$ cat src/rtl/pc_seq_pkg.sv
// Shared definitions for the program-counter sequencer: datapath width,
// PC increment and FSM state encodings.
package pc_seq_pkg;

   localparam int unsigned XLEN    = 32;
   localparam int unsigned PC_STEP = 4;

   typedef enum logic [2:0] {
      ST_IDLE   = 3'd0,
      ST_FETCH  = 3'd1,
      ST_DECODE = 3'd2,
      ST_EXEC   = 3'd3,
      ST_HALT   = 3'd4
   } state_t;

   function automatic logic is_word_aligned(input logic [XLEN-1:0] addr);
      return (addr[1:0] == 2'b00);
   endfunction

endpackage

$ cat src/rtl/pc_reg.sv
// Program-counter register: load-enabled, async active-low reset to a fixed value.
module pc_reg
   import pc_seq_pkg::*;
#(
   parameter logic [31:0] RESET_VAL = 32'h0000_0000
) (
   input  logic        CLK,
   input  logic        reset,
   input  logic        i_load,
   input  logic [31:0] i_d,
   output logic [31:0] o_q
);

   logic [XLEN-1:0] r_q;

   always_ff @(posedge CLK or negedge reset) begin
      if (!reset) begin
         r_q <= RESET_VAL;
      end else if (i_load) begin
         r_q <= i_d;
      end
   end

   assign o_q = r_q;

endmodule

$ cat src/rtl/pc_sequencer.sv
// Multicycle fetch/decode/execute controller owning the program counter;
// the PC only advances when the datapath reports completion.
module pc_sequencer
   import pc_seq_pkg::*;
#(
   parameter logic [31:0] RESET_ADDR = 32'h0000_0000
) (
   input  logic        CLK,
   input  logic        reset,
   input  logic        start,
   output logic        imem_req,
   output logic [31:0] imem_addr,
   input  logic        imem_ready,
   input  logic [31:0] imem_rdata,
   output logic [31:0] instr,
   output logic        instr_valid,
   input  logic        exec_done,
   input  logic        branch_taken,
   input  logic [31:0] branch_target,
   input  logic        halt,
   output logic [31:0] pc,
   output logic [31:0] pc_plus4,
   output logic [2:0]  state,
   output logic        misaligned
);

   state_t          r_state;
   logic [XLEN-1:0] r_instr;
   logic            r_misaligned;

   logic [XLEN-1:0] w_pc;
   logic [XLEN-1:0] w_pc_plus4;
   logic [XLEN-1:0] w_pc_next;
   logic            w_pc_load;

   assign w_pc_plus4 = w_pc + XLEN'(PC_STEP);

   // Next-PC select: commit only on a completed, non-halting, aligned resolution
   always_comb begin
      w_pc_load = 1'b0;
      w_pc_next = w_pc_plus4;
      if (r_state == ST_EXEC && exec_done && !halt) begin
         if (!branch_taken) begin
            w_pc_load = 1'b1;
         end else if (is_word_aligned(branch_target)) begin
            w_pc_load = 1'b1;
            w_pc_next = branch_target;
         end
      end
   end

   pc_reg #(
      .RESET_VAL (RESET_ADDR)
   ) u_pc_reg (
      .CLK    (CLK),
      .reset  (reset),
      .i_load (w_pc_load),
      .i_d    (w_pc_next),
      .o_q    (w_pc)
   );

   always_ff @(posedge CLK or negedge reset) begin
      if (!reset) begin
         r_state      <= ST_IDLE;
         r_instr      <= '0;
         r_misaligned <= 1'b0;
      end else begin
         case (r_state)
            ST_IDLE: begin
               if (start) r_state <= ST_FETCH;
            end
            ST_FETCH: begin
               if (imem_ready) begin
                  r_instr <= imem_rdata;
                  r_state <= ST_DECODE;
               end
            end
            ST_DECODE: begin
               r_state <= ST_EXEC;
            end
            ST_EXEC: begin
               if (exec_done) begin
                  if (halt) begin
                     r_state <= ST_HALT;
                  end else if (branch_taken && !is_word_aligned(branch_target)) begin
                     r_misaligned <= 1'b1;
                     r_state      <= ST_HALT;
                  end else begin
                     r_state <= ST_FETCH;
                  end
               end
            end
            ST_HALT: begin
               r_state <= ST_HALT;
            end
            // Unused encodings are treated as a terminal fault
            default: begin
               r_state <= ST_HALT;
            end
         endcase
      end
   end

   assign imem_req    = (r_state == ST_FETCH);
   assign instr_valid = (r_state == ST_DECODE);
   assign imem_addr   = w_pc;
   assign pc          = w_pc;
   assign pc_plus4    = w_pc_plus4;
   assign instr       = r_instr;
   assign state       = r_state;
   assign misaligned  = r_misaligned;

endmodule

$ cat config.mk
export PLATFORM = sky130hd
export DESIGN_NAME = pc_sequencer
export DESIGN_NICKNAME = d
export VERILOG_FILES = /design/src/rtl/pc_seq_pkg.sv /design/src/rtl/pc_reg.sv /design/src/rtl/pc_sequencer.sv
export SDC_FILE = /design/constraint.sdc
export NUM_CORES = 1
export LEC_CHECK = 0
export CORE_ASPECT_RATIO = 0.75
export CORE_MARGIN = 2
export CORE_UTILIZATION = 43
export CTS_CLUSTER_DIAMETER = 30
export CTS_CLUSTER_SIZE = 10
export DETAILED_ROUTE_END_ITERATION = 10
export GPL_TIMING_DRIVEN = 1
export PLACE_DENSITY = 0.86
export SYNTH_ARGS = -nofsm -noshare
export SYNTH_HDL_FRONTEND = slang
export SYNTH_SLANG_ARGS = --single-unit
$ cat constraint.sdc
create_clock -name CLK -period 4.9 [get_ports CLK]
set_input_delay 0.98 -clock CLK [delete_from_list [all_inputs] [get_ports CLK]]
set_output_delay 0.98 -clock CLK [all_outputs]
set_load 0.02 [all_outputs]
==> metrics.csv, run 1 <==
stage;metric;value;unit
sta;fmax;242;MHz
detailed_routing;WL/cell;18.5;µm
global_route;largest net degree at the start of global routing;40;
logic_synthesis;Synth cell types;42;
sta;RSZ-0062 raised after global routing;false;
placement;placed cell areas;5800;µm²
critical_path;CP endpoint kind;primary output;
finish;Area growth syn-to-layout;56.1;%
min_path;min-delay worst type;reg -> reg;
clock_network;post-cts gate resize count;0;
floorplan;Die W;114;µm
detailed_routing;DRT Pass-1 Iters;5;
clock_network;clk sink count;68;
sta;Max Slew Vio Count;0;
finish;Finished Core Util;0.684;
clock_network;Post-CTS Setup Inserts;0;
logic_synthesis;cells after synthesis;405;
placement;Cells after DPL;668;
floorplan;Die Span Y;86.8;µm
sta;setup ws final;0.772;ns
clock_network;Max clock buf depth;2;
critical_path;Worst path slowest cell;clkdlybuf4s50_1;
clock_network;Post-CTS Hold Buffers;0;
critical_path;critical path class;reg -> out;
global_route;vias in the first global route;3718;
global_route;GRT Resource Usage Total;0.251;
logic_synthesis;Synth Register Bits;68;
placement;Place WS;1.21;ns
finish;final net count;639;
sta;Worst-Margin Slew;1.09;ns
critical_path;cell family with most CP delay;simple AND/OR/NAND/NOR gates;
finish;n_diodes;0;
placement;post-detail-place hpwl;9200;µm
floorplan;die area;9930;µm²
critical_path;CP required;3.92;ns
placement;GP Congestion;0.833;
global_route;initial antenna violation count;0;
floorplan;FP Rows;30;
critical_path;worst-path maximum fanout;12;
clock_network;clk_lat worst skew;0.33;ns
finish;share of layout cells above drive strength 1;0.123;
critical_path;CP Launch Type;flop;
global_route;first-pass GRT wire length;19400;µm
sta;Tmin final;4.13;ns
clock_network;CTS tree;yes;
clock_network;CTS buffer count;9;
detailed_routing;vias per inst;5.55;
clock_network;CTS H-tree depth;3;
global_route;GRT Residual Overflow;0;
detailed_routing;drt initial violations;297;
detailed_routing;# DRC;0;
logic_synthesis;post-synthesis sequential area ratio;0.433;
logic_synthesis;synthesized net count;477;
sta;slew margin rel.;0.270;
finish;final std cell area, no fill;6130;µm²
critical_path;WP buf/inv;1;
logic_synthesis;Syn. warnings;0;
placement;number of port buffers;204;
clock_network;clock-pin transition on the worst setup and hold timing paths;0.06;ns
detailed_routing;vias;3791;
detailed_routing;Routed WL;12600;µm
sta;Fin. Hold Viols;0;
pwr;Pleak;0.00248;µW
finish;final cell count without fillers;683;
critical_path;CP Cell Sequence;ha_1, nand3_1, or2_2, nor4_1, xor2_1, clkdlybuf4s50_1;
floorplan;Initial Util;0.438;
pwr;VDD IR-drop max;0.000166;V
floorplan;I/O pin count;205;
sta;final setup vio count;0;
sta;final critical-path share of the clock period;0.843;
clock_network;root buffer cell;clkbuf_16;
critical_path;Worst Path Arrival;3.15;ns
pwr;power density over the cells;237;nW/µm²
critical_path;CP max stage delay;0.62;ns
status;outcome;finished clean;
logic_synthesis;Syn Area/Cell;9.70;µm²
logic_synthesis;post-synthesis cell area;3930;µm²
sta;skew final;0.00394;ns
detailed_routing;antenna violation net count after detailed routing;0;
job;Max-Cap Viols;0;
floorplan;Core Region;8970;µm²
sta;TNS Setup;0;ns
==> power by group <==
part / switching (µW) / internal [µW]
logic: 53.0 / 82.7
clock network: 243 / 495
registers: 7.02 / 575
total: 303 / 1150
==> cell families (layout without fill, tap and decap cells) <==
family / after synthesis / in the layout / synth area share
XOR/XNOR: 28 / 28 / 0.0624
adder cells (fa/ha/maj): 1 / 1 / 0.00318
buffers and inverters: 65 / 231 / 0.101
AND/OR/NAND/NOR: 138 / 138 / 0.185
multiplexers: 36 / 36 / 0.102
AO/OA/AOI/OAI: 69 / 69 / 0.113
flip-flops: 68 / 68 / 0.433
==> metrics by stage <==
stage	hold WS (ns)	total power [µW]
6_report	0.461	1460
3_3_place_gp	0.439	725
4_1_cts	0.468	1470
2_1_floorplan	0.565	625
5_1_grt	0.500	1500
3_5_place_dp	0.455	729
==> flip-flops by register name (all words and copies together), names as in the netlist <==
signal,flops
u_pc_reg.o_q,32
misaligned,1
instr,32
state,3
==> worst register-to-register path, cell delays in order (launching register included) <==
cell	delay (ns)
dfrtp_1	0.41
nand2b_1	0.34
or4_1	0.84
buf_4	0.35
o21ai_0	0.14
a21oi_1	0.09
a311oi_1	0.23
==> cells in the final DEF (no fill, tap or decap), types with 3 or more instances in the layout <==
master / count
bufinv_16: 3
mux2i_1: 4
a311oi_1: 6
o22ai_1: 14
and3_1: 12
nor3_1: 19
xor2_1: 12
or3_1: 6
xnor2_1: 16
mux2_2: 32
nand3_1: 15
a211oi_1: 3
nor4_2: 3
inv_1: 6
a21oi_1: 10
nand4_1: 8
o31ai_1: 3
o21ai_0: 18
and2_1: 4
clkbuf_16: 9
a21oi_2: 6
nand2_1: 21
buf_4: 6
or2_2: 3
clkdlybuf4s50_1: 203
nor4_1: 4
dfrtp_1: 68
nor2_1: 31
and4_1: 4
==> layer usage <==
layer / share of wire / GRT usage / wire length [µm] / up-vias
li1: - / - / - / 1741
met1: 0.41 / 0.325 / 5140 / 1846
met2: 0.51 / 0.424 / 6420 / 182
met3: 0.068 / 0.0538 / 851 / 22
met4: 0.015 / 0.0732 / 193 / 0
met5: 0 / 0 / 0 / -
==> worst paths after layout <==
check | startpoint | slack (ns) | endpoint | cells past startpoint
max | u_pc_reg.o_q[2] | 0.77 | pc_plus4[26] | 6
min | misaligned | 0.46 | misaligned | 1
max reg2reg | state[2] | 2.40 | u_pc_reg.o_q[18] | 6
min reg2reg | misaligned | 0.46 | misaligned | 1
max in group asynchronous | reset | 3.20 | u_pc_reg.o_q[2] | 2
min in group asynchronous | reset | 0.70 | instr[16] | 1
==> synth_stat cells <==
cell | instances | share of area
a211oi_1 | 3 | 0.0057
a21boi_0 | 1 | 0.0019
a21o_1 | 1 | 0.0019
a21oi_1 | 10 | 0.013
a21oi_2 | 6 | 0.013
a2bb2oi_1 | 1 | 0.0022
a311o_1 | 1 | 0.0025
a311oi_1 | 6 | 0.013
a31oi_1 | 1 | 0.0016
a41o_1 | 1 | 0.0025
and2_1 | 4 | 0.0064
and3_1 | 12 | 0.019
and4_1 | 4 | 0.0089
buf_2 | 10 | 0.013
buf_4 | 35 | 0.067
buf_6 | 1 | 0.0029
clkbuf_1 | 13 | 0.012
dfrtp_1 | 68 | 0.43
ha_1 | 1 | 0.0032
inv_1 | 6 | 0.0057
mux2_2 | 32 | 0.092
mux2i_1 | 4 | 0.010
nand2_1 | 21 | 0.020
nand2b_1 | 2 | 0.0032
nand3_1 | 15 | 0.019
nand3_2 | 1 | 0.0025
nand4_1 | 8 | 0.013
nor2_1 | 32 | 0.031
nor3_1 | 19 | 0.024
nor4_1 | 5 | 0.0080
nor4_2 | 3 | 0.0096
o21a_1 | 1 | 0.0019
o21ai_0 | 18 | 0.023
o21ai_1 | 2 | 0.0025
o22ai_1 | 14 | 0.022
o31ai_1 | 3 | 0.0057
or2_2 | 3 | 0.0048
or3_1 | 6 | 0.0096
or3b_4 | 1 | 0.0029
or4_1 | 2 | 0.0038
xnor2_1 | 16 | 0.036
xor2_1 | 12 | 0.027
==> layout make-up <==
cell class | instances | area, µm²
clock buffers | 9 | 225
inverters | 6 | 22.5
multi-input cells | 272 | 1850
fillers | 717 | 2840
repair buffers | 210 | 2080
flip-flops and latches | 68 | 1700
clock inverters | 6 | 114
well taps | 112 | 140
Power figures use the tool's default switching activity.
==> run 2, diff against run 1 <==
- CORE_UTILIZATION: 43 -> 36
- PLACE_DENSITY: 0.86 -> 0.77
- clock period: 4.9 -> 3.3 ns (I/O delays scaled with it)
==> metrics.csv, run 2 (same netlist as run 1, synthesis figures left out) <==
stage;metric;value;unit
clock_network;CTS H-tree depth;3;
sta;fmax;317;MHz
finish;Area growth syn-to-layout;60.8;%
detailed_routing;vias per inst;5.29;
floorplan;die area;11800;µm²
critical_path;worst-path maximum fanout;9;
detailed_routing;DRT Pass-1 Iters;5;
critical_path;CP Launch Point;u_pc_reg.o_q[18];
critical_path;CP required;2.64;ns
critical_path;Worst Setup EP;pc_plus4[25];
floorplan;Die W;125;µm
detailed_routing;vias;3832;
critical_path;Worst path slowest cell;clkdlybuf4s50_1;
sta;final setup vio count;0;
sta;skew final;0.00379;ns
floorplan;Core Region;10500;µm²
critical_path;r2r startpoint;state[2];
finish;share of layout cells above drive strength 1;0.170;
clock_network;root buffer cell;clkbuf_16;
global_route;GRT Resource Usage Total;0.209;
detailed_routing;WL/cell;17.5;µm
sta;Fin. Hold Viols;0;
pwr;power density over the cells;322;nW/µm²
clock_network;CTS tree;yes;
placement;placed cell areas;5940;µm²
detailed_routing;# DRC;0;
critical_path;cell family with most CP delay;buffers and inverters;
critical_path;CP Launch Type;flop;
global_route;initial antenna violation count;0;
floorplan;I/O pin count;205;
critical_path;CP max stage delay;0.61;ns
sta;Max Slew Vio Count;0;
global_route;first-pass GRT wire length;19600;µm
finish;n_diodes;0;
placement;post-detail-place hpwl;9350;µm
status;outcome;finished clean;
placement;Cells after DPL;707;
floorplan;Die Span Y;94.5;µm
critical_path;Worst Reg2Reg Path Length in Cells;6;
critical_path;CP endpoint kind;primary output;
clock_network;CTS buffer count;9;
critical_path;WP buf/inv;2;
clock_network;clk sink count;68;
sta;slew margin rel.;0.393;
clock_network;Post-CTS Hold Buffers;0;
critical_path;end of the worst register-to-register path;u_pc_reg.o_q[18];
pwr;Pleak;0.00268;µW
floorplan;FP Rows;32;
critical_path;critical path class;reg -> out;
placement;Place WS;0.197;ns
placement;GP Congestion;0.822;
finish;most frequent cells in the layout;clkdlybuf4s50_1 (195), dfrtp_1 (64), mux2_2 (32), nor2_1 (30), buf_4 (24);
floorplan;Initial Util;0.376;
global_route;largest net degree at the start of global routing;69;
clock_network;clock-pin transition on the worst setup and hold timing paths;0.06;ns
finish;Finished Core Util;0.605;
critical_path;flop-to-flop setup slack;1.13;ns
pwr;VDD IR-drop max;0.000217;V
sta;TNS Setup;0;ns
sta;final critical-path share of the clock period;0.956;
sta;setup ws final;0.144;ns
finish;commonest non-fill, non-tap cell in the layout;clkdlybuf4s50_1;
finish;final cell count without fillers;725;
sta;Tmin final;3.16;ns
critical_path;CP Cell Sequence;nand4_1, or3_4, nor4_2, buf_4, xor2_1, clkdlybuf4s50_1;
placement;number of port buffers;204;
sta;Worst-Margin Slew;0.910;ns
global_route;GRT Residual Overflow;0;
detailed_routing;drt initial violations;171;
critical_path;Worst Path Arrival;2.50;ns
critical_path;critical path depth;6;
detailed_routing;Routed WL;12700;µm
clock_network;clk_lat worst skew;0.33;ns
clock_network;Max clock buf depth;2;
job;Max-Cap Viols;0;
sta;RSZ-0062 raised after global routing;false;
min_path;min-delay worst type;in -> async;
global_route;vias in the first global route;3736;
finish;final net count;656;
finish;final std cell area, no fill;6320;µm²
detailed_routing;antenna violation net count after detailed routing;0;
## run 2: report_power, final
group	leakage, µW	internal [µW]	total, µW	switching, µW
logic	0.00165	122	199	77.0
clock network	0.000138	587	971	384
registers	0.000895	854	864	10.3
## run 2: layer usage
metal,track usage,routed length [µm],vias up
met1,0.263,5460,1874
li1,-,-,1772
met4,0.0627,190,0
met5,0,0,-
met3,0.0561,783,16
met2,0.355,6290,170
## run 2: what timing repair did
action	4_1_cts	5_1_grt
setup endpoints to repair	9	13
resized for setup	8	13
setup buffers	0	2
pin swaps	2	1
cloned	0	0
## run 2: worst min path at each step
stage                          start  slack (ns)  depth (start not counted)          to
after floorplan                reset        0.36                          0    instr[0]
after global placement    misaligned        0.44                          1  misaligned
after detailed placement  misaligned        0.46                          1  misaligned
after CTS                 misaligned        0.48                          1  misaligned
after global routing      misaligned        0.51                          1  misaligned
final                          reset        0.43                          1   instr[18]
## run 2: metrics by stage
step	hold slack (ns)	total power (µW)
after global placement	0.444	1080
after CTS	0.476	2060
after floorplan	0.364	928
after detailed placement	0.463	1080
final	0.432	2030
after global routing	0.510	2120
## run 2: layout make-up
class	instances	area, µm²
fill	889	4130
timing repair buffer	227	2230
multi-input combinational	272	1890
sequential	68	1710
clock buffer	9	225
tap	136	170
clock inverter	7	75.1
inverter	6	22.5
